File: src/rtl/mfp_adc_max10_sequencer_if.sv
// Avalon-ST command and response streams between the scan sequencer (master)
// and the MAX10 modular ADC core (slave).
interface mfp_adc_max10_sequencer_if;
  logic        ADC_C_Valid;
  logic [4:0]  ADC_C_Channel;
  logic        ADC_C_SOP;
  logic        ADC_C_EOP;
  logic        ADC_C_Ready;
  logic        ADC_R_Valid;
  logic [4:0]  ADC_R_Channel;
  logic [11:0] ADC_R_Data;

  modport master (
    output ADC_C_Valid,
    output ADC_C_Channel,
    output ADC_C_SOP,
    output ADC_C_EOP,
    input  ADC_C_Ready,
    input  ADC_R_Valid,
    input  ADC_R_Channel,
    input  ADC_R_Data
  );

  modport slave (
    input  ADC_C_Valid,
    input  ADC_C_Channel,
    input  ADC_C_SOP,
    input  ADC_C_EOP,
    output ADC_C_Ready,
    output ADC_R_Valid,
    output ADC_R_Channel,
    output ADC_R_Data
  );
endinterface

File: src/rtl/mfp_adc_max10_sequencer.sv
// Scan sequencer for the MAX10 modular ADC: walks a shadowed channel list, one
// outstanding command at a time, and turns each response into a result strobe.
module mfp_adc_max10_sequencer #(
  parameter int SLOT_COUNT = 8,
  parameter int SLOT_WIDTH = 3
) (
  input  logic                      HCLK,
  input  logic                      HRESETn,
  input  logic [SLOT_COUNT*5-1:0]   seq_channels,
  input  logic [SLOT_WIDTH-1:0]     seq_last,
  input  logic                      seq_continuous,
  input  logic                      trig_enable,
  input  logic                      irq_enable,
  input  logic                      start,
  input  logic                      stop,
  input  logic                      irq_clear,
  mfp_adc_max10_sequencer_if.master adc,
  input  logic                      ADC_Trigger,
  output logic                      res_valid,
  output logic [SLOT_WIDTH-1:0]     res_slot,
  output logic [11:0]               res_data,
  output logic                      busy,
  output logic                      scan_done,
  output logic                      err_mismatch,
  output logic                      ADC_Interrupt
);

  typedef enum logic [1:0] {
    ST_IDLE,
    ST_CMD,
    ST_RSP
  } state_e;

  state_e                state_q, state_d;
  logic [SLOT_WIDTH-1:0] slot_q, slot_d;
  logic [SLOT_WIDTH-1:0] last_q, last_d;
  logic [4:0]            chan_q [SLOT_COUNT];
  logic [4:0]            chan_d [SLOT_COUNT];
  logic                  stop_pending_q, stop_pending_d;
  logic                  res_valid_q, res_valid_d;
  logic [SLOT_WIDTH-1:0] res_slot_q, res_slot_d;
  logic [11:0]           res_data_q, res_data_d;
  logic                  scan_done_q, scan_done_d;
  logic                  err_mismatch_q, err_mismatch_d;
  logic                  irq_pending_q, irq_pending_d;
  logic                  trig_s1_q, trig_s1_d;
  logic                  trig_s2_q, trig_s2_d;
  logic                  trig_prev_q, trig_prev_d;
  logic                  trig_edge_q, trig_edge_d;

  logic                  load_cfg;
  logic                  start_scan;
  logic [4:0]            cur_chan;
  logic                  cmd_valid;
  logic [4:0]            cmd_channel;
  logic                  cmd_sop;
  logic                  cmd_eop;

  assign cur_chan   = chan_q[slot_q];
  assign start_scan = start | (trig_edge_q & trig_enable);

  always_comb begin
    trig_s1_d   = ADC_Trigger;
    trig_s2_d   = trig_s1_q;
    trig_prev_d = trig_s2_q;
    trig_edge_d = trig_s2_q & ~trig_prev_q;
  end

  always_comb begin
    state_d        = state_q;
    slot_d         = slot_q;
    last_d         = last_q;
    chan_d         = chan_q;
    load_cfg       = 1'b0;
    stop_pending_d = stop_pending_q | (stop & (state_q != ST_IDLE));
    res_valid_d    = 1'b0;
    res_slot_d     = '0;
    res_data_d     = '0;
    scan_done_d    = 1'b0;
    err_mismatch_d = err_mismatch_q;
    // scan_done_q is fed back so the interrupt rises one cycle after scan_done
    irq_pending_d  = (irq_pending_q & ~irq_clear) | scan_done_q;
    cmd_valid      = 1'b0;
    cmd_channel    = '0;
    cmd_sop        = 1'b0;
    cmd_eop        = 1'b0;

    case (state_q)
      ST_IDLE: begin
        if (start_scan) begin
          load_cfg = 1'b1;
          slot_d   = '0;
          state_d  = ST_CMD;
        end
      end

      ST_CMD: begin
        // a stop withdraws the command in the same cycle so no half-issued command remains
        if (stop | stop_pending_q) begin
          state_d = ST_IDLE;
        end else begin
          cmd_valid   = 1'b1;
          cmd_channel = cur_chan;
          cmd_sop     = (slot_q == '0);
          cmd_eop     = (slot_q == last_q);
          if (adc.ADC_C_Ready) begin
            state_d = ST_RSP;
          end
        end
      end

      ST_RSP: begin
        if (adc.ADC_R_Valid) begin
          res_valid_d = 1'b1;
          res_slot_d  = slot_q;
          res_data_d  = adc.ADC_R_Data;
          if (adc.ADC_R_Channel != cur_chan) begin
            err_mismatch_d = 1'b1;
          end
          if (slot_q == last_q) begin
            scan_done_d = 1'b1;
            if (seq_continuous && !stop_pending_d) begin
              load_cfg = 1'b1;
              slot_d   = '0;
              state_d  = ST_CMD;
            end else begin
              state_d = ST_IDLE;
            end
          end else if (stop_pending_d) begin
            state_d = ST_IDLE;
          end else begin
            slot_d  = slot_q + SLOT_WIDTH'(1);
            state_d = ST_CMD;
          end
        end
      end

      default: begin
        state_d = ST_IDLE;
      end
    endcase

    // shadow copy: configuration edits mid-scan only apply from the next scan start
    if (load_cfg) begin
      for (int i = 0; i < SLOT_COUNT; i++) begin
        chan_d[i] = seq_channels[5*i +: 5];
      end
      if (int'(seq_last) > SLOT_COUNT - 1) begin
        last_d = SLOT_WIDTH'(SLOT_COUNT - 1);
      end else begin
        last_d = seq_last;
      end
    end

    if (state_d == ST_IDLE) begin
      stop_pending_d = 1'b0;
    end
  end

  always_ff @(posedge HCLK or negedge HRESETn) begin
    if (!HRESETn) begin
      state_q        <= ST_IDLE;
      slot_q         <= '0;
      last_q         <= '0;
      chan_q         <= '{default: '0};
      stop_pending_q <= 1'b0;
      res_valid_q    <= 1'b0;
      res_slot_q     <= '0;
      res_data_q     <= '0;
      scan_done_q    <= 1'b0;
      err_mismatch_q <= 1'b0;
      irq_pending_q  <= 1'b0;
      trig_s1_q      <= 1'b0;
      trig_s2_q      <= 1'b0;
      trig_prev_q    <= 1'b0;
      trig_edge_q    <= 1'b0;
    end else begin
      state_q        <= state_d;
      slot_q         <= slot_d;
      last_q         <= last_d;
      chan_q         <= chan_d;
      stop_pending_q <= stop_pending_d;
      res_valid_q    <= res_valid_d;
      res_slot_q     <= res_slot_d;
      res_data_q     <= res_data_d;
      scan_done_q    <= scan_done_d;
      err_mismatch_q <= err_mismatch_d;
      irq_pending_q  <= irq_pending_d;
      trig_s1_q      <= trig_s1_d;
      trig_s2_q      <= trig_s2_d;
      trig_prev_q    <= trig_prev_d;
      trig_edge_q    <= trig_edge_d;
    end
  end

  assign adc.ADC_C_Valid   = cmd_valid;
  assign adc.ADC_C_Channel = cmd_channel;
  assign adc.ADC_C_SOP     = cmd_sop;
  assign adc.ADC_C_EOP     = cmd_eop;

  assign res_valid     = res_valid_q;
  assign res_slot      = res_slot_q;
  assign res_data      = res_data_q;
  assign busy          = (state_q != ST_IDLE);
  assign scan_done     = scan_done_q;
  assign err_mismatch  = err_mismatch_q;
  assign ADC_Interrupt = irq_pending_q & irq_enable;

endmodule

File: src/flat_wrapper.sv
// flat-port wrapper written by rule: the top's interface ports become plain ports
module mfp_adc_max10_sequencer_flat 
#(
  parameter int SLOT_COUNT = 8,
  parameter int SLOT_WIDTH = 3
)
  (HCLK, HRESETn, seq_channels, seq_last, seq_continuous, trig_enable, irq_enable, start, stop, irq_clear, ADC_Trigger, res_valid, res_slot, res_data, busy, scan_done, err_mismatch, ADC_Interrupt, adc_ADC_C_Valid, adc_ADC_C_Channel, adc_ADC_C_SOP, adc_ADC_C_EOP, adc_ADC_C_Ready, adc_ADC_R_Valid, adc_ADC_R_Channel, adc_ADC_R_Data);
  mfp_adc_max10_sequencer_if adc_i ();
  input  logic HCLK;
  input  logic HRESETn;
  input  logic [SLOT_COUNT*5-1:0] seq_channels;
  input  logic [SLOT_WIDTH-1:0] seq_last;
  input  logic seq_continuous;
  input  logic trig_enable;
  input  logic irq_enable;
  input  logic start;
  input  logic stop;
  input  logic irq_clear;
  input  logic ADC_Trigger;
  output logic res_valid;
  output logic [SLOT_WIDTH-1:0] res_slot;
  output logic [11:0] res_data;
  output logic busy;
  output logic scan_done;
  output logic err_mismatch;
  output logic ADC_Interrupt;
  output wire logic [$bits(adc_i.ADC_C_Valid)-1:0] adc_ADC_C_Valid;
  output wire logic [$bits(adc_i.ADC_C_Channel)-1:0] adc_ADC_C_Channel;
  output wire logic [$bits(adc_i.ADC_C_SOP)-1:0] adc_ADC_C_SOP;
  output wire logic [$bits(adc_i.ADC_C_EOP)-1:0] adc_ADC_C_EOP;
  input wire logic [$bits(adc_i.ADC_C_Ready)-1:0] adc_ADC_C_Ready;
  input wire logic [$bits(adc_i.ADC_R_Valid)-1:0] adc_ADC_R_Valid;
  input wire logic [$bits(adc_i.ADC_R_Channel)-1:0] adc_ADC_R_Channel;
  input wire logic [$bits(adc_i.ADC_R_Data)-1:0] adc_ADC_R_Data;
  assign adc_ADC_C_Valid = adc_i.ADC_C_Valid;
  assign adc_ADC_C_Channel = adc_i.ADC_C_Channel;
  assign adc_ADC_C_SOP = adc_i.ADC_C_SOP;
  assign adc_ADC_C_EOP = adc_i.ADC_C_EOP;
  assign adc_i.ADC_C_Ready = adc_ADC_C_Ready;
  assign adc_i.ADC_R_Valid = adc_ADC_R_Valid;
  assign adc_i.ADC_R_Channel = adc_ADC_R_Channel;
  assign adc_i.ADC_R_Data = adc_ADC_R_Data;
  mfp_adc_max10_sequencer #(.SLOT_COUNT(SLOT_COUNT), .SLOT_WIDTH(SLOT_WIDTH)) u_core (.HCLK(HCLK), .HRESETn(HRESETn), .seq_channels(seq_channels), .seq_last(seq_last), .seq_continuous(seq_continuous), .trig_enable(trig_enable), .irq_enable(irq_enable), .start(start), .stop(stop), .irq_clear(irq_clear), .adc(adc_i), .ADC_Trigger(ADC_Trigger), .res_valid(res_valid), .res_slot(res_slot), .res_data(res_data), .busy(busy), .scan_done(scan_done), .err_mismatch(err_mismatch), .ADC_Interrupt(ADC_Interrupt));
endmodule
File: config.mk
export PLATFORM = sky130hd
export DESIGN_NAME = mfp_adc_max10_sequencer_flat
export DESIGN_NICKNAME = d
export VERILOG_FILES = /design/src/rtl/mfp_adc_max10_sequencer_if.sv /design/src/rtl/mfp_adc_max10_sequencer.sv /design/src/flat_wrapper.sv
export SDC_FILE = /design/constraint.sdc
export NUM_CORES = 1
export LEC_CHECK = 0
export CAP_MARGIN = 5
export CORE_AREA = 2 2 88 90
export DETAILED_ROUTE_END_ITERATION = 16
export DIE_AREA = 0 0 90 92
export PLACE_DENSITY = 0.8
export SLEW_MARGIN = 20
export SYNTH_ARGS = -nofsm -noshare
export SYNTH_HDL_FRONTEND = slang
export SYNTH_SLANG_ARGS = --single-unit
File: constraint.sdc
create_clock -name HCLK -period 2.6 [get_ports HCLK]
set_input_delay 0.52 -clock HCLK [delete_from_list [all_inputs] [get_ports HCLK]]
set_output_delay 0.52 -clock HCLK [all_outputs]
set_load 0.01 [all_outputs]
==> results of run 1 <==
## cell usage after synthesis (all sizes together)
master	instances
o21a	1
nor4	2
nand2	6
and3b	1
or3	1
and3	13
buf	9
nor3	4
a21o	1
and4	2
nand3	4
and2b	2
a21oi	5
xor2	5
nor3b	1
nor2b	4
and2	2
mux2i	22
a22o	4
a31oi	1
or4	1
o22ai	1
o21ai	3
a41oi	1
o311a	1
inv	8
o21bai	1
a211oi	1
or2	2
nand4	1
a22oi	5
nor2	12
clkbuf	4
ha	2
mux2	43
dfrtp	72
## metal layers
layer,vias up,GRT usage (%),share of wire (%)
met1,1139,24.8,44
met5,-,0,0
met3,17,3.86,6.9
met4,0,8.33,2.3
li1,1099,-,-
met2,95,30.4,47
## registers in the layout (all words and copies together), names as in the netlist
| name | cells |
|---|---|
| u_core.chan_q | 40 |
| u_core.res_data | 12 |
| u_core.last_q | 3 |
| u_core.res_slot | 3 |
| u_core.slot_q | 3 |
| u_core.state_q | 2 |
| u_core.err_mismatch | 1 |
| u_core.irq_pending_q | 1 |
| u_core.res_valid | 1 |
| u_core.scan_done | 1 |
| u_core.stop_pending_q | 1 |
| u_core.trig_edge_q | 1 |
| u_core.trig_prev_d | 1 |
| u_core.trig_prev_q | 1 |
| u_core.trig_s1_q | 1 |
## repair_timing
action	4_1_cts	5_1_grt
hold buffers	0	0
setup endpoints to repair	8	6
buffers inserted	1	0
hold endpoints to repair	0	0
gates resized for setup	9	11
## cells in the final DEF, fill, tap and decap left out, drive strengths merged, types with 6 or more instances in the layout
cell type      count
buf               15
clkbuf            14
mux2i             22
dfrtp             72
nor2              12
clkdlybuf4s50     89
inv                9
mux2              43
and3              13
nand2              6
## worst paths after layout
check                            startpoint                    to  slack (ns)  cells after the start
max                                    stop         adc_ADC_C_SOP        0.09                      6
min                                 HRESETn  u_core.irq_pending_q        0.07                      1
max reg2reg                u_core.slot_q[0]     u_core.chan_q[15]        0.29                      7
min reg2reg                u_core.trig_s1_q    u_core.trig_prev_d        0.35                      0
max in group asynchronous           HRESETn     u_core.chan_q[33]        1.82                      2
min in group HCLK          u_core.trig_s1_q    u_core.trig_prev_d        0.35                      0
## power by group
part	switching [mW]	total, mW	leakage [nW]	internal, mW
sequential	0.233	1.75	0.892	1.52
clock	0.433	0.881	0.0968	0.448
combinational	0.743	1.87	1.16	1.13
total	1.41	4.50	2.15	3.09
## cell type report
cell class | instances | area share [%]
Clock inverter | 6 | 1.47
Inverter | 8 | 0.641
Multi-Input combinational cell | 155 | 30.6
Sequential cell | 72 | 38.4
Clock buffer | 10 | 2.72
Timing Repair Buffer | 112 | 23.4
Tap cell | 102 | 2.72
## cells by family (layout without fill, tap and decap cells)
logic type | Yosys count | after routing | share of synthesized area [%]
flops | 72 | 72 | 53.4
buf+inv | 21 | 136 | 4.19
simple gates | 58 | 58 | 9.50
fa+ha+maj | 2 | 2 | 0.742
xor+xnor | 5 | 5 | 1.30
mux | 65 | 65 | 25.3
compound gates | 25 | 25 | 5.49
## metrics by stage
step           util [%]  power, mW  worst slack, ns  instance area [µm²]  hold slack (ns)
6_report           62.9       4.50           0.0892                 4690           0.0666
4_1_cts            63.1       4.54         0.000617                 4700           0.0756
2_1_floorplan         -       3.08            0.553                 3370            0.224
3_3_place_gp       60.4       3.61           -0.208                 4500            0.334
3_5_place_dp       60.4       3.64           -0.236                 4500            0.336
5_1_grt            62.9       4.77           0.0164                 4690            0.102
## critical path, stage by stage
cell and delay (ns):
clkdlybuf4s50_1 0.45, or4_4 0.44, inv_2 0.07, buf_4 0.11
and3_1 0.15, clkdlybuf4s15_1 0.24
==> results_dict.tcl, run 1 <==
set metrics [dict create \
    multi_input_area_um2 1430 \
    grt_pass1_vias 2538 \
    initialDrtViolationCount 102 \
    diodes 0 \
    max_clock_freq_ghz 0.398 \
    regArea_um2 1800 \
    cts.sinks 72 \
    drt_wl_total_um 7370 \
    syn_area_um2 3370 \
    yosysSeqAreaShare_pct 53.4 \
    antenna_found_initial 0 \
    cap_violations 0 \
    chipHeight_um 92 \
    avgSynthCellArea_um2 13.6 \
    yosysTopAreaCell "dfrtp_1" \
    htreeDepth 3 \
    rsz0062_at_grt "false" \
    dp_cells 448 \
    setup_violations 0 \
    ios 99 \
    pwr_density_cell_nw_per_um2 961 \
    cts_tree "built" \
    synth_area_leaders "dfrtp_1 53%, mux2_4 18%, mux2i_1 6.5%, and3_1 2.4%, buf_8 1.8%" \
    core_area_um2 7450 \
    synth_top_cell_area_share_pct 53.4 \
    nNetsFinal 431 \
    cts_root_buffer "clkbuf_8" \
    worst_pin_slew_ns 0.476 \
    clk_latency_ns 0.36 \
    hold_viol 0 \
    synth_cell_types 42 \
    status "finished, final reports clean" \
    cp.arrival_ns 1.99 \
    clkTransAtPathRegs_ns 0.08 \
    cp.required_ns 2.08 \
    vias 2350 \
    die_w_um 90 \
    die_area_um2 8280 \
    clk_path_buf_depth 2 \
    vdd_drop_max_uv 455 \
    routed_via_density 5.05 \
    end_kind "primary output" \
    grt_max_degree 29 \
    drc 0 \
    io_buffers 98 \
    fin_tns_setup_ns 0 \
    gp_congestion 0.833 \
    worst-path-max-fanout 2 \
    std_cell_rows 32 \
    gr-total-overflow 0 \
    drive_above_1_share_pct 22.3 \
    relSlewSlack_pct 68.3 \
    dr.pass1.iters 4 \
    area_growth_pct 39.0 \
    ant_nets 0 \
    final_cells 465 \
    startpoint_type "primary input" \
    syn-num-nets 321 \
    post-route-period-util_pct 96.6 \
    initial_core_util_pct 45.3 \
    cts_inserted_buffers 9 \
    avgRoutedWirePerCell_um 15.9 \
    yosysWarningCount 0 \
    hp-class "primary input to async pin" \
    clock_skew_ns 0.0131 \
    finalCriticalPeriod_ns 2.51 \
    path_class "primary input to primary output" \
    track_usage_pct 18.9 \
    ys_ff_latch 72 \
    hpwl_um 5380 \
    p_leak_nw 2.15 \
    fill_cells 601 \
    grt_pass1_wl_um 12300 \
    syn_inst 248 \
    finalMaxSlewViolations 0 \
]
Note: power is estimated with default switching activity, not from simulation.
==> run 2, diff against run 1 <==
MAX_ROUTING_LAYER = met4   (was not set)
REMOVE_ABC_BUFFERS = 1   (was not set)
==> run 2 against run 1 <==
Effect of this change:
- combinational power barely moved
- global-route usage up 0.75 points
- worst hold slack better by 0.25 ns
==> results_dict.tcl, run 2 (synthesis results as in run 1) <==
set metrics [dict create \
    status "finished, final reports clean" \
    layout_common_cells "89 x clkdlybuf4s50_1, 71 x dfrtp_1, 40 x mux2_4" \
    rr_endpoint "u_core.chan_q[17]" \
    cap_violations 0 \
    hpwl_um 5600 \
    routed_via_density 4.94 \
    initialDrtViolationCount 150 \
    finalCriticalPeriod_ns 2.54 \
    clk_path_buf_depth 2 \
    finalMaxSlewViolations 0 \
    cp.required_ns 2.08 \
    setup_violations 0 \
    drc 0 \
    vias 2314 \
    cpPeakStageDelay_ns 0.47 \
    fin_util_pct 63.9 \
    initial_core_util_pct 45.3 \
    pwr_density_cell_nw_per_um2 988 \
    regArea_um2 1800 \
    finalPower_mw 4.70 \
    core_area_um2 7450 \
    diodes 0 \
    clkTransAtPathRegs_ns 0.08 \
    nNetsFinal 434 \
    cp.arrival_ns 2.02 \
    die_w_um 90 \
    ios 99 \
    drt_wl_total_um 7570 \
    hold_viol 0 \
    cp_slowest_cell "or4_4" \
    post-route-period-util_pct 97.7 \
    cts_inserted_buffers 9 \
    relSlewSlack_pct 36.4 \
    grt_pass1_vias 2475 \
    largest_register_ffs 40 \
    rr_worst_depth 7 \
    clk_latency_ns 0.34 \
    p_leak_nw 2.18 \
    startpoint_type "primary input" \
    hp-class "primary input to async pin" \
    worst_pin_slew_ns 0.954 \
    rr_startpoint "u_core.slot_q[0]" \
    grt_max_degree 42 \
    path_cells "clkdlybuf4s50_1 > or4_4 > buf_4 > nor3_2 > clkdlybuf4s15_2" \
    ant_nets 0 \
    io_buffers 98 \
    gp_congestion 0.796 \
    rsz0062_at_grt "false" \
    cp-startpoint "stop" \
    clock_skew_ns 0.00813 \
    fill_cells 596 \
    path_class "primary input to primary output" \
    antenna_found_initial 0 \
    r2r_slack_ns 0.28 \
    holdBufCountCts 0 \
    area_growth_pct 41.2 \
    htreeDepth 3 \
    std_cell_rows 32 \
    avgRoutedWirePerCell_um 16.2 \
    drive_above_1_share_pct 24.0 \
    dr.pass1.iters 4 \
    die_area_um2 8280 \
    track_usage_pct 19.6 \
    final_common_cell "clkdlybuf4s50_1" \
    multi_input_area_um2 1440 \
    vdd_drop_max_uv 438 \
    end_kind "primary output" \
    max_clock_freq_ghz 0.394 \
    chipHeight_um 92 \
    cts_root_buffer "clkbuf_8" \
    worst-path-max-fanout 4 \
    grt_pass1_wl_um 12200 \
    largest_register "u_core.chan_q" \
    gr-total-overflow 0 \
    cts_tree "built" \
    cts.sinks 72 \
]
-- run 2: changes by cell type in the layout (fill, tap and decap cells not counted), moves of 2 or more --
cell	delta
nor2_1	-2
clkinv_4	-2
dlygate4sd2_1	+3
clkbuf_2	-4
nor2_2	+2
buf_4	+4
bufinv_16	+2
buf_2	+2
-- run 2: metal layers --
metal	GRT usage, %	routed length, µm
met4	5.77	132
met3	6.57	526
met2	31.4	3630
met1	23.9	3280
met5	-	0
-- run 2: cell type report --
class / count / area share (%)
clock inverters: 7 / 2.50
repair buffers: 115 / 23.4
flip-flops and latches: 72 / 37.9
inverters: 8 / 0.631
multi-input cells: 155 / 30.3
well taps: 102 / 2.68
clock buffers: 9 / 2.60
-- run 2: per-stage QoR --
stage | setup WS, ns | TNS (ns) | instance area [µm²] | hold WS (ns) | instances
floorplan | -0.636 | -24.39 | 3260 | 0.224 | 235
global placement | -0.366 | -2.21 | 4510 | 0.337 | 451
global route | 0.00629 | 0 | 4760 | 0.364 | 468
CTS | 0.00427 | 0 | 4760 | 0.338 | 468
finish | 0.0599 | 0 | 4760 | 0.319 | 468
detailed placement | -0.316 | -2.07 | 4510 | 0.341 | 451
-- run 2: worst max-delay path by stage --
| stage | end | depth (start not counted) |
|---|---|---|
| after floorplan | u_core.chan_q[15] | 4 |
| after global placement | adc_ADC_C_Channel[4] | 5 |
| after detailed placement | adc_ADC_C_Channel[1] | 5 |
| after CTS | adc_ADC_C_Channel[2] | 6 |
| after global routing | adc_ADC_C_Channel[3] | 5 |
| final | adc_ADC_C_Channel[3] | 5 |
-- run 2: worst max-delay path, delay by kind of cell --
kind	cells	cell delay, ns
buf+inv	3	0.85
simple gates	2	0.65
-- run 2: what timing repair did --
item | in CTS | in global routing
setup buffers | 1 | 0
resized for setup | 20 | 3
setup endpoints to repair | 8 | 3
-- run 2: report_power, final --
| part | leakage [nW] | internal [mW] | switching (mW) |
|---|---|---|---|
| combinational | 1.17 | 1.12 | 0.747 |
| sequential | 0.890 | 1.52 | 0.241 |
| clock | 0.116 | 0.639 | 0.433 |
| total | 2.18 | 3.28 | 1.42 |
==> RTL edit 1: new RTL, config.mk and constraints of run 2 <==
`SLOT_COUNT` is set to 8 in 2 places; all go to 4.
--- a/src/rtl/mfp_adc_max10_sequencer.sv
+++ b/src/rtl/mfp_adc_max10_sequencer.sv
@@ -1,7 +1,7 @@
 // Scan sequencer for the MAX10 modular ADC: walks a shadowed channel list, one
 // outstanding command at a time, and turns each response into a result strobe.
 module mfp_adc_max10_sequencer #(
-  parameter int SLOT_COUNT = 8,
+  parameter int SLOT_COUNT = 4,
   parameter int SLOT_WIDTH = 3
 ) (
   input  logic                      HCLK,
--- a/src/flat_wrapper.sv
+++ b/src/flat_wrapper.sv
@@ -1,7 +1,7 @@
 // flat-port wrapper written by rule: the top's interface ports become plain ports
 module mfp_adc_max10_sequencer_flat 
 #(
-  parameter int SLOT_COUNT = 8,
+  parameter int SLOT_COUNT = 4,
   parameter int SLOT_WIDTH = 3
 )
   (HCLK, HRESETn, seq_channels, seq_last, seq_continuous, trig_enable, irq_enable, start, stop, irq_clear, ADC_Trigger, res_valid, res_slot, res_data, busy, scan_done, err_mismatch, ADC_Interrupt, adc_ADC_C_Valid, adc_ADC_C_Channel, adc_ADC_C_SOP, adc_ADC_C_EOP, adc_ADC_C_Ready, adc_ADC_R_Valid, adc_ADC_R_Channel, adc_ADC_R_Data);
Interface: changed (resized seq_channels); port bits go from 99 to 79. No check against the original RTL was run, so the function may have changed too.
==> RTL edit 1 against run 2 <==
- non-clock buffer count down 22
- hold slack worse by 130 ps
- worst setup slack gained 160 ps
- power is 41% lower
- clock power decreased by 46%
- area after synthesis down 31%
- synthesized cell count fell by 34%
- wire length fell by 34%
- critical endpoint unchanged
- sequential cell count shrank 20
- largest power group is now registers
- cell area shrank 29%
- combinational power shrank 45%
- via count shrank 32%
==> RTL edit 1: results (changes against run 2) <==
status finished, final reports clean; # nets final 309 (-29%); Synth area leaders dfrtp_1 (56%), mux2_4 (9.7%), mux4_1 (4.5%), and2_1 (4.1%), mux2_2 (2.9%); Filler cells 694 (+16%); synth unique cells 38 (-9.5%); Cell Area, Placed 3220 sq um (-29%); pwr dens 815 nW/um^2 (-17%); sequential-to-total area share from yosys stat 56.2% (+2.8 points); crit path DAT 1860 ps (-160 ps); share of layout cells above drive strength 1 22.2% (-1.9 points); first-pass GRT wire length 8380 um (-31%); Layout Cells excl Fill 359 (-23%); Layout Skew 5.38 ps (-2.75 ps); R2R cell count 6 (-1); max reg flops 20 (-50%); Total GRT Usage 13.4% (-6.2 points); Critical-path top delay cell mux4_1; Post-Syn Instances 163 (-34%); maximum vdd drop 0.000412 V (-5.9%); CP max stage delay 640 ps (+170 ps); GP Congestion 0.722 (-9.2%); cell family contributing the most delay on the critical path multiplexers; crit-path max FO 7 (+3); leakage 1.55 nW (-29%); Critical Setup Path Class flip-flop to output pin
RTL edit 1: changes by cell type after synthesis, sizes merged, moves of 3 or more:
cell	delta
buf	-4
dfrtp	-20
and3	-13
mux2	-22
and2	+15
nand3	-3
a22oi	-5
mux2i	-19
nand2	-4
inv	-3
mux4	+4
a22o	-4
xnor2	+4
RTL edit 1: worst reg2reg max path, delay by kind of cell (launching register included):
kind	cells	cell delay (ps)
simple gates	1	290
buf+inv	2	400
xor+xnor	1	190
mux	1	380
compound gates	1	260
flops	1	500
RTL edit 1: power by group:
group	total (W)	internal, W	switching (W)	leakage (nW)
Sequential	0.00116	0.00102	0.000135	0.656
Combinational	0.00103	0.000644	0.000384	0.829
Clock	0.000583	0.000315	0.000269	0.0614
RTL edit 1: kinds of logic after synthesis:
| kind of cell | Yosys count | synth area share, % |
|---|---|---|
| AOI/OAI and AO/OA | 13 | 3.84 |
| xor gates and xnor gates | 8 | 4.49 |
| adders and majority gates | 2 | 1.08 |
| buffers and inverters | 12 | 4.16 |
| DFF | 52 | 56.2 |
| muxes | 28 | 18.5 |
| and+or+nand+nor | 48 | 11.7 |
RTL edit 1: layout make-up:
class                           instances  area share [%]
Inverter                                5           0.553
Clock buffer                            6            2.43
Clock inverter                          2            1.14
Tap cell                              102            3.76
Timing Repair Buffer                   93            26.4
Multi-Input combinational cell         99            27.3
Sequential cell                        52            38.4
RTL edit 1: what timing repair did:
action,4_1_cts,5_1_grt
hold buffers,0,0
setup buffers,4,2
pin swaps,2,0
setup endpoints to repair,8,5
gates resized for setup,13,6
RTL edit 1: metal layers:
layer	routed length, um	part of all wire [%]	vias up	track usage [%]
li1	-	-	740	-
met1	2230	45	747	16.1
met2	2360	47	68	22.2
met3	323	6.5	7	3.20
met4	71	1.4	0	4.62
met5	0	0	-	-
==> RTL edit 2: new RTL, flow settings as in run 2 <==
Without the edit above. Register the output `ADC_Interrupt`, without a reset; this adds one clock of latency there. The other outputs are not delayed to match.
--- a/src/rtl/mfp_adc_max10_sequencer.sv
+++ b/src/rtl/mfp_adc_max10_sequencer.sv
@@ -204,7 +204,9 @@
   assign busy          = (state_q != ST_IDLE);
   assign scan_done     = scan_done_q;
   assign err_mismatch  = err_mismatch_q;
-  assign ADC_Interrupt = irq_pending_q & irq_enable;
+  always_ff @(posedge HCLK) begin
+    ADC_Interrupt <= irq_pending_q & irq_enable;
+  end
 
 endmodule
 
Formal check against the unedited RTL: not equivalent (a bounded check fails within 10 cycles, from zero or initial values and one cycle with HRESETn low).
==> RTL edit 2 against run 2 <==
- cell area down 1.4%
- area after synthesis up 0.63%
- power down 2.1%
- sequential cell count up 1
- count of clock-buffer cells in the layout up 2
- maximum frequency down 1.3%
- critical path type unchanged
- synthesized cell count down 1.2%
- highest routed layer unchanged
- first-iteration DRC count down 25%
- worst setup slack worse by 32 ps
- largest power group unchanged
- largest cell class unchanged
- sequential share of layout area up 0.95 points
- cell count down 1.9%
- wire length down 3.2%
==> RTL edit 2: results (changes against run 2) <==
status finished, final reports clean; post-synthesis adder-cell area fraction 0.737% (-0.0047 points); TritonRoute pass-1 iters 4 (unchanged); CP startpoint stop; crit-path max FO 8 (+4); fraction of registers with async set/reset 98.6% (-1.4 points); drt total wl 7330 um (-3.2%); Resized cells post-CTS 9 (-55%); launch point of the worst reg-to-reg path u_core.slot_q[0]; R2R cell count 7 (unchanged); CP max stage delay 420 ps (-50 ps); post-synthesis xor/xnor area fraction 1.55% (+0.25 points); IO buf count 98 (unchanged); Longest Clk Path Bufs 2 (unchanged); H-tree levels 3 (unchanged); first-pass GRT wire length 12100 um (-0.73%); post-CTS setup buffers 0 (-1); post-synthesis compound-gate area fraction 4.61% (-0.88 points); Total GRT Usage 19.3% (-0.32 points); synth cell count leaders dfrtp_1 (72), mux2_4 (40), mux2i_1 (22); cell family contributing the most delay on the critical path buffers and inverters; worst skew pair latency 340 ps (about the same); leakage 2.14 nW (-2.0%); Synth area leaders dfrtp_1 (53%), mux2_4 (18%), mux2i_1 (6.5%), and3_1 (2.4%), buf_8 (1.8%); Net Sw Power 0.00139 W (-2.3%); CTS clock-pin slew for the worst setup and hold paths 80 ps (about the same); P_seq 0.00177 W; Worst slew margin 39.3% (+2.9 points); worst reg2reg setup slack 360 ps (+80 ps); Comb power frac 40.1% (+0.4 points); dpl hpwl 5230 um (-6.7%); largest net degree at the start of global routing 73 (+74%); ant diodes 0 (unchanged); most flop-heavy register u_core.chan_q; crit path DAT 2050 ps (+30 ps); Iter 0 DRT Violations 112 (-25%); # nets final 425 (-2.1%); Worst Hold Class primary input to async pin; multiplexer share of the synthesized area 26.0% (+0.62 points); sequential-to-total area share from yosys stat 53.7% (+0.26 points); number of global-route vias before repair 2443 (-1.3%); synth unique cells 44 (+4.8%); maximum vdd drop 0.000482 V (+9.9%); YS warnings 0 (unchanged); share of layout cells above drive strength 1 21.8% (-2.2 points); Num CTS Buffers 9 (unchanged); R2R Path End u_core.chan_q[16]; max reg flops 40 (unchanged); worst setup path endpoint adc_ADC_C_SOP; clk root buf clkbuf_8; Seq pwr share 38.5% (+1.0 points); Critical-path top delay cell clkdlybuf4s50_1; Layout Skew 14.0 ps (+5.91 ps); GP Congestion 0.806 (+1.2%); vias per cell 4.91 (-0.73%)
RTL edit 2: cell types whose count changed after synthesis, moves of 2 or more:
cell,change
a22oi_1,-3
and4_1,-2
buf_2,-2
nand2_1,-2
nand3_1,+2
RTL edit 2: routing by layer:
layer	up-vias	wire length [um]	global-route usage [%]
met5	-	0	-
met2	73	3540	31.1
met3	9	306	3.45
met4	0	104	6.79
li1	1080	-	-
met1	1091	3380	24.8
RTL edit 2: layout make-up:
type,instances,area (sq um)
Inverter,7,26.3
Fill cell,622,2760
Clock inverter,5,80.1
Sequential cell,73,1820
Clock buffer,11,141
Multi-Input combinational cell,152,1430
Tap cell,102,128
Timing Repair Buffer,109,1070
RTL edit 2: through the flow:
step	cells	cell area (sq um)	TNS (ps)	hold slack (ps)	worst slack [ps]
5_1_grt	459	4690	0	385	2.95
6_report	459	4690	0	286	27.5
3_5_place_dp	443	4490	-1610	346	-264
3_3_place_gp	443	4490	-1020	335	-203
4_1_cts	459	4700	0	334	8.13
2_1_floorplan	232	3280	-23040	224	-604
